<file path="config.mk">
export PLATFORM = sky130hd
export DESIGN_NAME = hub75_bcm_scheduler
export DESIGN_NICKNAME = d
export VERILOG_FILES = /design/src/rtl/hub75_bcm_scheduler.sv
export SDC_FILE = /design/constraint.sdc
export NUM_CORES = 1
export LEC_CHECK = 0
export ABC_AREA = 1
export BUFFER_PORTS_ARGS = -buffer_cell sky130_fd_sc_hd__buf_2
export CAP_MARGIN = 20
export CORE_MARGIN = 2
export CORE_UTILIZATION = 60
export CTS_BUF_LIST = sky130_fd_sc_hd__clkbuf_2
export CTS_CLUSTER_SIZE = 25
export DETAILED_ROUTE_END_ITERATION = 6
export PLACE_DENSITY_LB_ADDON = 0.05
export SETUP_SLACK_MARGIN = 0.2
export SLEW_MARGIN = 0
export SYNTH_ARGS = -nofsm -noshare
export SYNTH_HDL_FRONTEND = slang
export SYNTH_SLANG_ARGS = --single-unit
</file>
<file path="constraint.sdc">
create_clock -name sys_clk -period 2.1 [get_ports sys_clk]
set_input_delay 0.105 -clock sys_clk [delete_from_list [all_inputs] [get_ports sys_clk]]
set_output_delay 0.105 -clock sys_clk [all_outputs]
set_load 0.03 [all_outputs]
</file>
<file path="src/rtl/hub75_bcm_scheduler.sv">
// -----------------------------------------------------------------------------
// hub75_bcm_scheduler
//
// Purpose
//   Sequences a hub75_fetchshift block for binary-code-modulated display of one
//   HUB75 chain. Rows are visited in order. Each row visits bit planes 0..BITS-1,
//   and bit 0 is the plane that triggers the row fetch. The next plane is shifted
//   in while the previous plane is shown. Then the panel is blanked, the latch is
//   pulsed, and an OE window of BASE_OE<<bit cycles opens.
//
// Ports
//   sys_clk     in   system clock (sole clock)
//   rst         in   synchronous active-high reset
//   enable      in   run display; looked at only in IDLE and at the end of LATCH
//   fs_start    out  1-cycle start pulse to fetchshift
//   fs_bit_cnt  out  bit plane to shift; stable from one start to the next
//   fs_row_cnt  out  row to fetch/shift (zero-extended); stable like fs_bit_cnt
//   fs_busy     in   fetchshift busy
//   lat         out  panel latch, 1-cycle high pulse
//   oe_n        out  panel output enable, active low
//   row_addr    out  panel A..E pins; row of the currently latched data
//   frame_done  out  1-cycle pulse with the latch of the last row's last plane
//   dbg_state   out  current FSM state, for checkers and debug
//
// Handshake with fetchshift: fs_start is a single-cycle request that is only
// issued while fs_busy=0. The fetchshift then raises fs_busy for the duration
// of the shift and drops it when done. fs_bit_cnt/fs_row_cnt are qualified by
// fs_start and stay unchanged until the following LATCH, so they never move
// while fs_busy=1.
// -----------------------------------------------------------------------------
module hub75_bcm_scheduler #(
    parameter int ROWS      = 32,
    parameter int ADDR_W    = 5,
    parameter int BITS      = 8,
    parameter int BASE_OE   = 8,
    parameter int BLANK_CYC = 4,
    parameter int OE_W      = 16
) (
    input  logic              sys_clk,
    input  logic              rst,
    input  logic              enable,
    output logic              fs_start,
    output logic [2:0]        fs_bit_cnt,
    output logic [5:0]        fs_row_cnt,
    input  logic              fs_busy,
    output logic              lat,
    output logic              oe_n,
    output logic [ADDR_W-1:0] row_addr,
    output logic              frame_done,
    output logic [2:0]        dbg_state
);

    typedef enum logic [2:0] {
        S_IDLE    = 3'd0,
        S_START   = 3'd1,
        S_WAIT_HI = 3'd2,
        S_WAIT_LO = 3'd3,
        S_DRAIN   = 3'd4,
        S_WAIT_OE = 3'd5,
        S_BLANK   = 3'd6,
        S_LATCH   = 3'd7
    } state_t;

    // One shared cycle counter serves WAIT_HI (4), DRAIN (3) and BLANK.
    localparam int CNT_W = (BLANK_CYC > 4) ? $clog2(BLANK_CYC) : 2;

    localparam logic [CNT_W-1:0] HI_LAST    = CNT_W'(3);
    localparam logic [CNT_W-1:0] DRAIN_LAST = CNT_W'(2);
    localparam logic [CNT_W-1:0] BLANK_LAST = CNT_W'(BLANK_CYC - 1);
    localparam logic [5:0]       ROW_LAST   = 6'(ROWS - 1);
    localparam logic [2:0]       BIT_LAST   = 3'(BITS - 1);

    state_t            state;
    logic [CNT_W-1:0]  cnt;
    logic [OE_W-1:0]   timer;
    logic [OE_W-1:0]   timer_next;
    logic [OE_W-1:0]   oe_load;
    logic              last_plane;

    assign dbg_state  = state;
    assign oe_load    = OE_W'(BASE_OE) << fs_bit_cnt;
    assign last_plane = (fs_row_cnt == ROW_LAST) && (fs_bit_cnt == BIT_LAST);

    // The OE timer runs in every state. oe_n is registered from the next timer
    // value, so it is low exactly while the timer is nonzero: the window starts
    // the cycle after LATCH and lasts BASE_OE<<bit cycles.
    always_comb begin
        timer_next = timer;
        if (state == S_LATCH) begin
            timer_next = oe_load;
        end else if (timer != '0) begin
            timer_next = timer - 1'b1;
        end
    end

    always_ff @(posedge sys_clk) begin
        if (rst) begin
            state      <= S_IDLE;
            cnt        <= '0;
            timer      <= '0;
            fs_start   <= 1'b0;
            lat        <= 1'b0;
            frame_done <= 1'b0;
            oe_n       <= 1'b1;
            fs_bit_cnt <= '0;
            fs_row_cnt <= '0;
            row_addr   <= '0;
        end else begin
            fs_start   <= 1'b0;
            lat        <= 1'b0;
            frame_done <= 1'b0;
            timer      <= timer_next;
            oe_n       <= (timer_next == '0);

            case (state)
                S_IDLE: begin
                    if (enable) begin
                        state <= S_START;
                    end
                end

                // A fetchshift left running by an earlier reset must finish
                // before a new request is made.
                S_START: begin
                    if (!fs_busy) begin
                        fs_start <= 1'b1;
                        cnt      <= '0;
                        state    <= S_WAIT_HI;
                    end
                end

                // Guard: if busy never shows within 4 cycles, carry on so a
                // dead fetchshift cannot stall the display.
                S_WAIT_HI: begin
                    if (fs_busy || (cnt == HI_LAST)) begin
                        state <= S_WAIT_LO;
                    end else begin
                        cnt <= cnt + 1'b1;
                    end
                end

                S_WAIT_LO: begin
                    if (!fs_busy) begin
                        cnt   <= '0;
                        state <= S_DRAIN;
                    end
                end

                // Lets the fetchshift's 2-stage registered clk/data settle.
                S_DRAIN: begin
                    if (cnt == DRAIN_LAST) begin
                        state <= S_WAIT_OE;
                    end else begin
                        cnt <= cnt + 1'b1;
                    end
                end

                // Leave as the window runs out (timer about to reach 0), so the
                // first BLANK cycle is also the first dark cycle and the latch
                // follows the end of the window by exactly BLANK_CYC cycles.
                S_WAIT_OE: begin
                    if (timer <= OE_W'(1)) begin
                        cnt   <= '0;
                        state <= S_BLANK;
                    end
                end

                S_BLANK: begin
                    if (cnt == BLANK_LAST) begin
                        lat        <= 1'b1;
                        frame_done <= last_plane;
                        state      <= S_LATCH;
                    end else begin
                        cnt <= cnt + 1'b1;
                    end
                end

                S_LATCH: begin
                    row_addr <= fs_row_cnt[ADDR_W-1:0];
                    if (fs_bit_cnt == BIT_LAST) begin
                        fs_bit_cnt <= '0;
                        fs_row_cnt <= (fs_row_cnt == ROW_LAST) ? 6'd0 : fs_row_cnt + 6'd1;
                    end else begin
                        fs_bit_cnt <= fs_bit_cnt + 3'd1;
                    end
                    state <= enable ? S_START : S_IDLE;
                end

                default: state <= S_IDLE;
            endcase
        end
    end

endmodule
</file>
==> report_table.html <==
<table>
<tr><th>Metric</th><th>Value</th></tr>
<tr><th colspan="2">Timing</th></tr>
<tr><td>Final-layout setup total negative slack</td><td>0 ps</td></tr>
<tr><td>Period utilization</td><td>0.810</td></tr>
<tr><td>Number of endpoints with negative hold slack in the final report</td><td>0</td></tr>
<tr><td>Final Max Tran Viols</td><td>0</td></tr>
<tr><td>Worst setup skew after layout</td><td>approximately 27 ps</td></tr>
<tr><td>Max-slew headroom</td><td>0.695</td></tr>
<tr><td>Final number of setup-violating endpoints</td><td>0</td></tr>
<tr><td>Setup repair after global routing missed its margin</td><td>false</td></tr>
<tr><td>Worst Tran Pin Value</td><td>458 ps</td></tr>
<tr><td>Maximum frequency from static timing analysis</td><td>0.588 GHz</td></tr>
<tr><td>Minimum clock period after layout</td><td>1700 ps</td></tr>
<tr><th colspan="2">Worst hold path</th></tr>
<tr><td>HP Class</td><td>in2reg</td></tr>
<tr><td>Hold Path Stages</td><td>5</td></tr>
<tr><th colspan="2">Floorplanning</th></tr>
<tr><td>Rows</td><td>22</td></tr>
<tr><td>Placeable Area</td><td>3630 um^2</td></tr>
<tr><td>Vertical extent of the die</td><td>65.1 um</td></tr>
<tr><td>IO Pins</td><td>25</td></tr>
<tr><td>Full die area</td><td>4240 um^2</td></tr>
<tr><td>Overall die width</td><td>65.1 um</td></tr>
<tr><td>Starting density of the core</td><td>0.617</td></tr>
<tr><th colspan="2">Global route</th></tr>
<tr><td>Gr ovfl total</td><td>0</td></tr>
<tr><td>Maximum number of pins on one net before global-route repair</td><td>26</td></tr>
<tr><td>Via count of the first global-routing pass</td><td>1939</td></tr>
<tr><td>Tot GR Track Use</td><td>0.255</td></tr>
<tr><td>Wire length of the first global-routing pass</td><td>8460 um</td></tr>
<tr><td>Initial antenna violation count</td><td>0</td></tr>
<tr><th colspan="2">Synthesis</th></tr>
<tr><td>Fraction of synthesis flops using an asynchronous set or reset pin</td><td>0</td></tr>
<tr><td>Synth Flop Type</td><td>sky130_fd_sc_hd__dfxtp_1</td></tr>
<tr><td>Share of synthesized cell area in and, or, nand and nor gates</td><td>0.361</td></tr>
<tr><td>Post-synth top area share</td><td>0.348</td></tr>
<tr><td>Netlist Area Pre-Place</td><td>between 2000 and 2500 um^2</td></tr>
<tr><td>Post-synth EDFFs</td><td>0</td></tr>
<tr><td>Most numerous cell types in the synthesized netlist</td><td>65 x sky130_fd_sc_hd__nand2_1, 55 x sky130_fd_sc_hd__nor2_1, 39 x sky130_fd_sc_hd__dfxtp_1, 36 x sky130_fd_sc_hd__inv_1, 32 x sky130_fd_sc_hd__nand3_1</td></tr>
<tr><td>Largest cells by area after synthesis</td><td>sky130_fd_sc_hd__dfxtp_1 35%, sky130_fd_sc_hd__nand2_1 11%, sky130_fd_sc_hd__nor2_1 9.2%</td></tr>
<tr><td>Number of synthesis warnings</td><td>0</td></tr>
<tr><td>Number of instances in the synthesized netlist</td><td>328</td></tr>
<tr><td>Adder and majority gate portion of the synthesized area</td><td>0.0670</td></tr>
<tr><td>Portion of the post-synthesis area used by sequential elements</td><td>0.348</td></tr>
<tr><td>Avg Inst Size Synth</td><td>6.83 um^2</td></tr>
<tr><td>Netlist cell types</td><td>28</td></tr>
<tr><td>Largest area contributor in the synthesized netlist</td><td>sky130_fd_sc_hd__dfxtp_1</td></tr>
<tr><td>Most used standard cell by instance count after synthesis</td><td>sky130_fd_sc_hd__nand2_1</td></tr>
<tr><td>Compound-cell area share of the yosys netlist</td><td>0.0994</td></tr>
<tr><td>Post-synthesis xor/xnor area fraction</td><td>0.0352</td></tr>
<tr><td>Main combinational cell family by area after synthesis</td><td>simple AND/OR/NAND/NOR gates</td></tr>
<tr><td>Flop and latch count out of synthesis</td><td>39</td></tr>
<tr><td>Multiplexer area fraction after synthesis</td><td>0</td></tr>
<tr><td>Post-Syn Nets</td><td>344</td></tr>
<tr><th colspan="2">Detailed routing</th></tr>
<tr><td>WL final</td><td>4720 um</td></tr>
<tr><td>Number of search-and-repair iterations in the first detailed-routing pass</td><td>4</td></tr>
<tr><td>Antenna violation net count after detailed routing</td><td>0</td></tr>
<tr><td>Iteration-0 DRC Markers</td><td>between 100 and 150</td></tr>
<tr><td>Total via count in the routed design</td><td>just over 2000</td></tr>
<tr><td>Wirelength per Cell</td><td>between 10 and 15 um</td></tr>
<tr><td>Remaining design rule violation count</td><td>0</td></tr>
<tr><td>Via/cell ratio</td><td>5.09</td></tr>
<tr><th colspan="2">Cells and area</th></tr>
<tr><td>Filler cell count</td><td>344</td></tr>
<tr><td>Fraction of final layout cells with drive strength greater than 1</td><td>0.155</td></tr>
<tr><td>Area Growth Syn to Fin</td><td>11.1%</td></tr>
<tr><td>Number of diodes</td><td>0</td></tr>
<tr><td>Area used by multi-input combinational logic</td><td>1260 um^2</td></tr>
<tr><td>Register Area</td><td>between 700 and 800 um^2</td></tr>
<tr><td>Post-layout nets</td><td>369</td></tr>
<tr><td>End-of-flow core utilization</td><td>0.685</td></tr>
<tr><td>Total non-filler cell area in the finished layout</td><td>2490 um^2</td></tr>
<tr><th colspan="2">CTS</th></tr>
<tr><td>Buffer cell driving the clock tree root</td><td>sky130_fd_sc_hd__clkbuf_2</td></tr>
<tr><td>Later-pin clock latency in the skew report</td><td>about 400 ps</td></tr>
<tr><td>TritonCTS buffer count</td><td>5</td></tr>
<tr><td>Maximum level of the CTS H-tree</td><td>2</td></tr>
<tr><td>Clk sinks</td><td>39</td></tr>
<tr><td>Clock buffer depth</td><td>2</td></tr>
<tr><td>Clock slew at the register clock pins of the worst setup and hold paths</td><td>210 ps</td></tr>
<tr><td>CTS tree</td><td>done</td></tr>
<tr><th colspan="2">Critical path</th></tr>
<tr><td>Worst reg-to-reg path cell count</td><td>11</td></tr>
<tr><td>Critical Path, Cell by Cell</td><td>inv_2 &gt; ha_2 &gt; nand2_1 &gt; nor2_1 &gt; nand2_1 &gt; xor2_1 &gt; nand3_1 &gt; nand2_1 &gt; nor2_1 &gt; nand3_1 &gt; nand2_1</td></tr>
<tr><td>Capturing element type of the critical path</td><td>flip-flop</td></tr>
<tr><td>Highest fanout seen on the critical path</td><td>7</td></tr>
<tr><td>Critical path class</td><td>reg2reg</td></tr>
<tr><td>Most used cell along the critical path</td><td>sky130_fd_sc_hd__nand2_1</td></tr>
<tr><td>Crit path DAT</td><td>~2100 ps</td></tr>
<tr><td>Critical path's slowest cell</td><td>sky130_fd_sc_hd__dfxtp_1</td></tr>
<tr><td>Required time of the critical path</td><td>between 2000 and 2500 ps</td></tr>
<tr><td>CP peak stage delay</td><td>roughly 380 ps</td></tr>
<tr><td>Launching element type of the critical path</td><td>flip-flop</td></tr>
<tr><td>FF-to-FF setup slack</td><td>400 ps</td></tr>
<tr><th colspan="2">Pwr</th></tr>
<tr><td>Leakage power figure</td><td>1.25 nW</td></tr>
<tr><td>Worst-case vdd ir drop</td><td>0.837 mV</td></tr>
<tr><td>Ratio of total power to cell area</td><td>1550 nW/um^2</td></tr>
<tr><th colspan="2">Placed design</th></tr>
<tr><td>Cell area after placement</td><td>2390 um^2</td></tr>
<tr><td>Buffers added on ports</td><td>24</td></tr>
<tr><td>Final weighted congestion of routability-driven global placement</td><td>between 0.9 and 1</td></tr>
<tr><td>HPWL after detailed placement</td><td>3460 um</td></tr>
<tr><th colspan="2">Job</th></tr>
<tr><td>Max-capacitance violation count</td><td>0</td></tr>
<tr><th colspan="2">Run status</th></tr>
<tr><td>Run status</td><td>finished, final reports clean</td></tr>
</table>
==> registers in the layout, summed over array words and instances (netlist names) <==
register	cells
oe_n	1
lat	1
frame_done	1
cnt	2
fs_row_cnt	6
fs_bit_cnt	3
dbg_state	3
fs_start	1
row_addr	5
timer	16
==> path summary, 6_finish.rpt <==
path,from,end
setup reg to reg,timer[0]$_SDFF_PP0_,oe_n$_SDFF_PP1_
hold / removal,enable,dbg_state[0]$_SDFFE_PP0P_
hold reg to reg,cnt[1]$_SDFFE_PP0P_,cnt[1]$_SDFFE_PP0P_
setup / recovery,timer[0]$_SDFF_PP0_,oe_n$_SDFF_PP1_
==> timing repair <==
item                                   in CTS  in global routing
hold buffers                                1                  0
setup endpoints to repair                   0                  1
endpoints found under the hold margin       1                  0
gates resized for setup                     0                  3
buffers inserted                            0                  0
==> cell usage in the layout, fill, tap and decap left out, types with 4 or more instances in the layout <==
cell                       Yosys  routed
sky130_fd_sc_hd__a21oi_1      21      21
sky130_fd_sc_hd__o21ai_0      16      15
sky130_fd_sc_hd__xnor2_1       5       5
sky130_fd_sc_hd__nand2_1      65      65
sky130_fd_sc_hd__dfxtp_1      39      39
sky130_fd_sc_hd__xor2_1        4       4
sky130_fd_sc_hd__nor2_4        5       5
sky130_fd_sc_hd__nand3_1      32      32
sky130_fd_sc_hd__nor2_1       55      55
sky130_fd_sc_hd__ha_1         12      11
sky130_fd_sc_hd__buf_2         4      24
sky130_fd_sc_hd__nand2_2       4       4
sky130_fd_sc_hd__nor3_1        4       4
sky130_fd_sc_hd__clkbuf_2      0       6
sky130_fd_sc_hd__inv_1        36      35
==> metrics by stage <==
| step | hold slack (ps) | power (mW) | setup WS (ps) | instances |
|---|---|---|---|---|
| after floorplan | 278 | 2.88 | 440 | 328 |
| after global placement | 405 | 3.24 | 409 | 393 |
| after detailed placement | 412 | 3.26 | 351 | 393 |
| after CTS | 48.7 | 3.85 | 293 | 402 |
| after global routing | 81.1 | 4.24 | 202 | 402 |
| final | 61.0 | 3.85 | 399 | 402 |
==> per-layer routing <==
layer  track usage  share of wire
met3        0.0514          0.033
met1         0.324           0.48
met4        0.0781          0.015
met5             0              0
met2         0.436           0.47
==> where the power goes <==
part | switching, mW | internal [mW] | total [mW]
sequential | 0.186 | 0.913 | 1.10
clock | 0.247 | 0.326 | 0.574
combinational | 1.39 | 0.785 | 2.18
==> cell type report <==
| type | count | area share |
|---|---|---|
| Clock buffer | 6 | 0.0121 |
| Clock inverter | 2 | 0.0241 |
| Inverter | 38 | 0.0573 |
| Multi-Input combinational cell | 241 | 0.507 |
| Sequential cell | 39 | 0.314 |
| Tap cell | 48 | 0.0241 |
| Timing Repair Buffer | 28 | 0.0613 |
==> worst max-delay path, delay by kind of cell, from the launching register on <==
family,cells,cell delay (ps)
XOR/XNOR,1,140
adder cells (fa/ha/maj),1,240
buffers and inverters,1,110
flip-flops,1,380
AND/OR/NAND/NOR,8,780
==> cells by family (layout without fill, tap and decap cells) <==
group / Yosys count / in the layout
fa+ha+maj: 12 / 12
simple gates: 178 / 178
xor+xnor: 9 / 9
buf+inv: 48 / 74
compound gates: 42 / 42
flops: 39 / 39
Power figures use the tool's default switching activity.
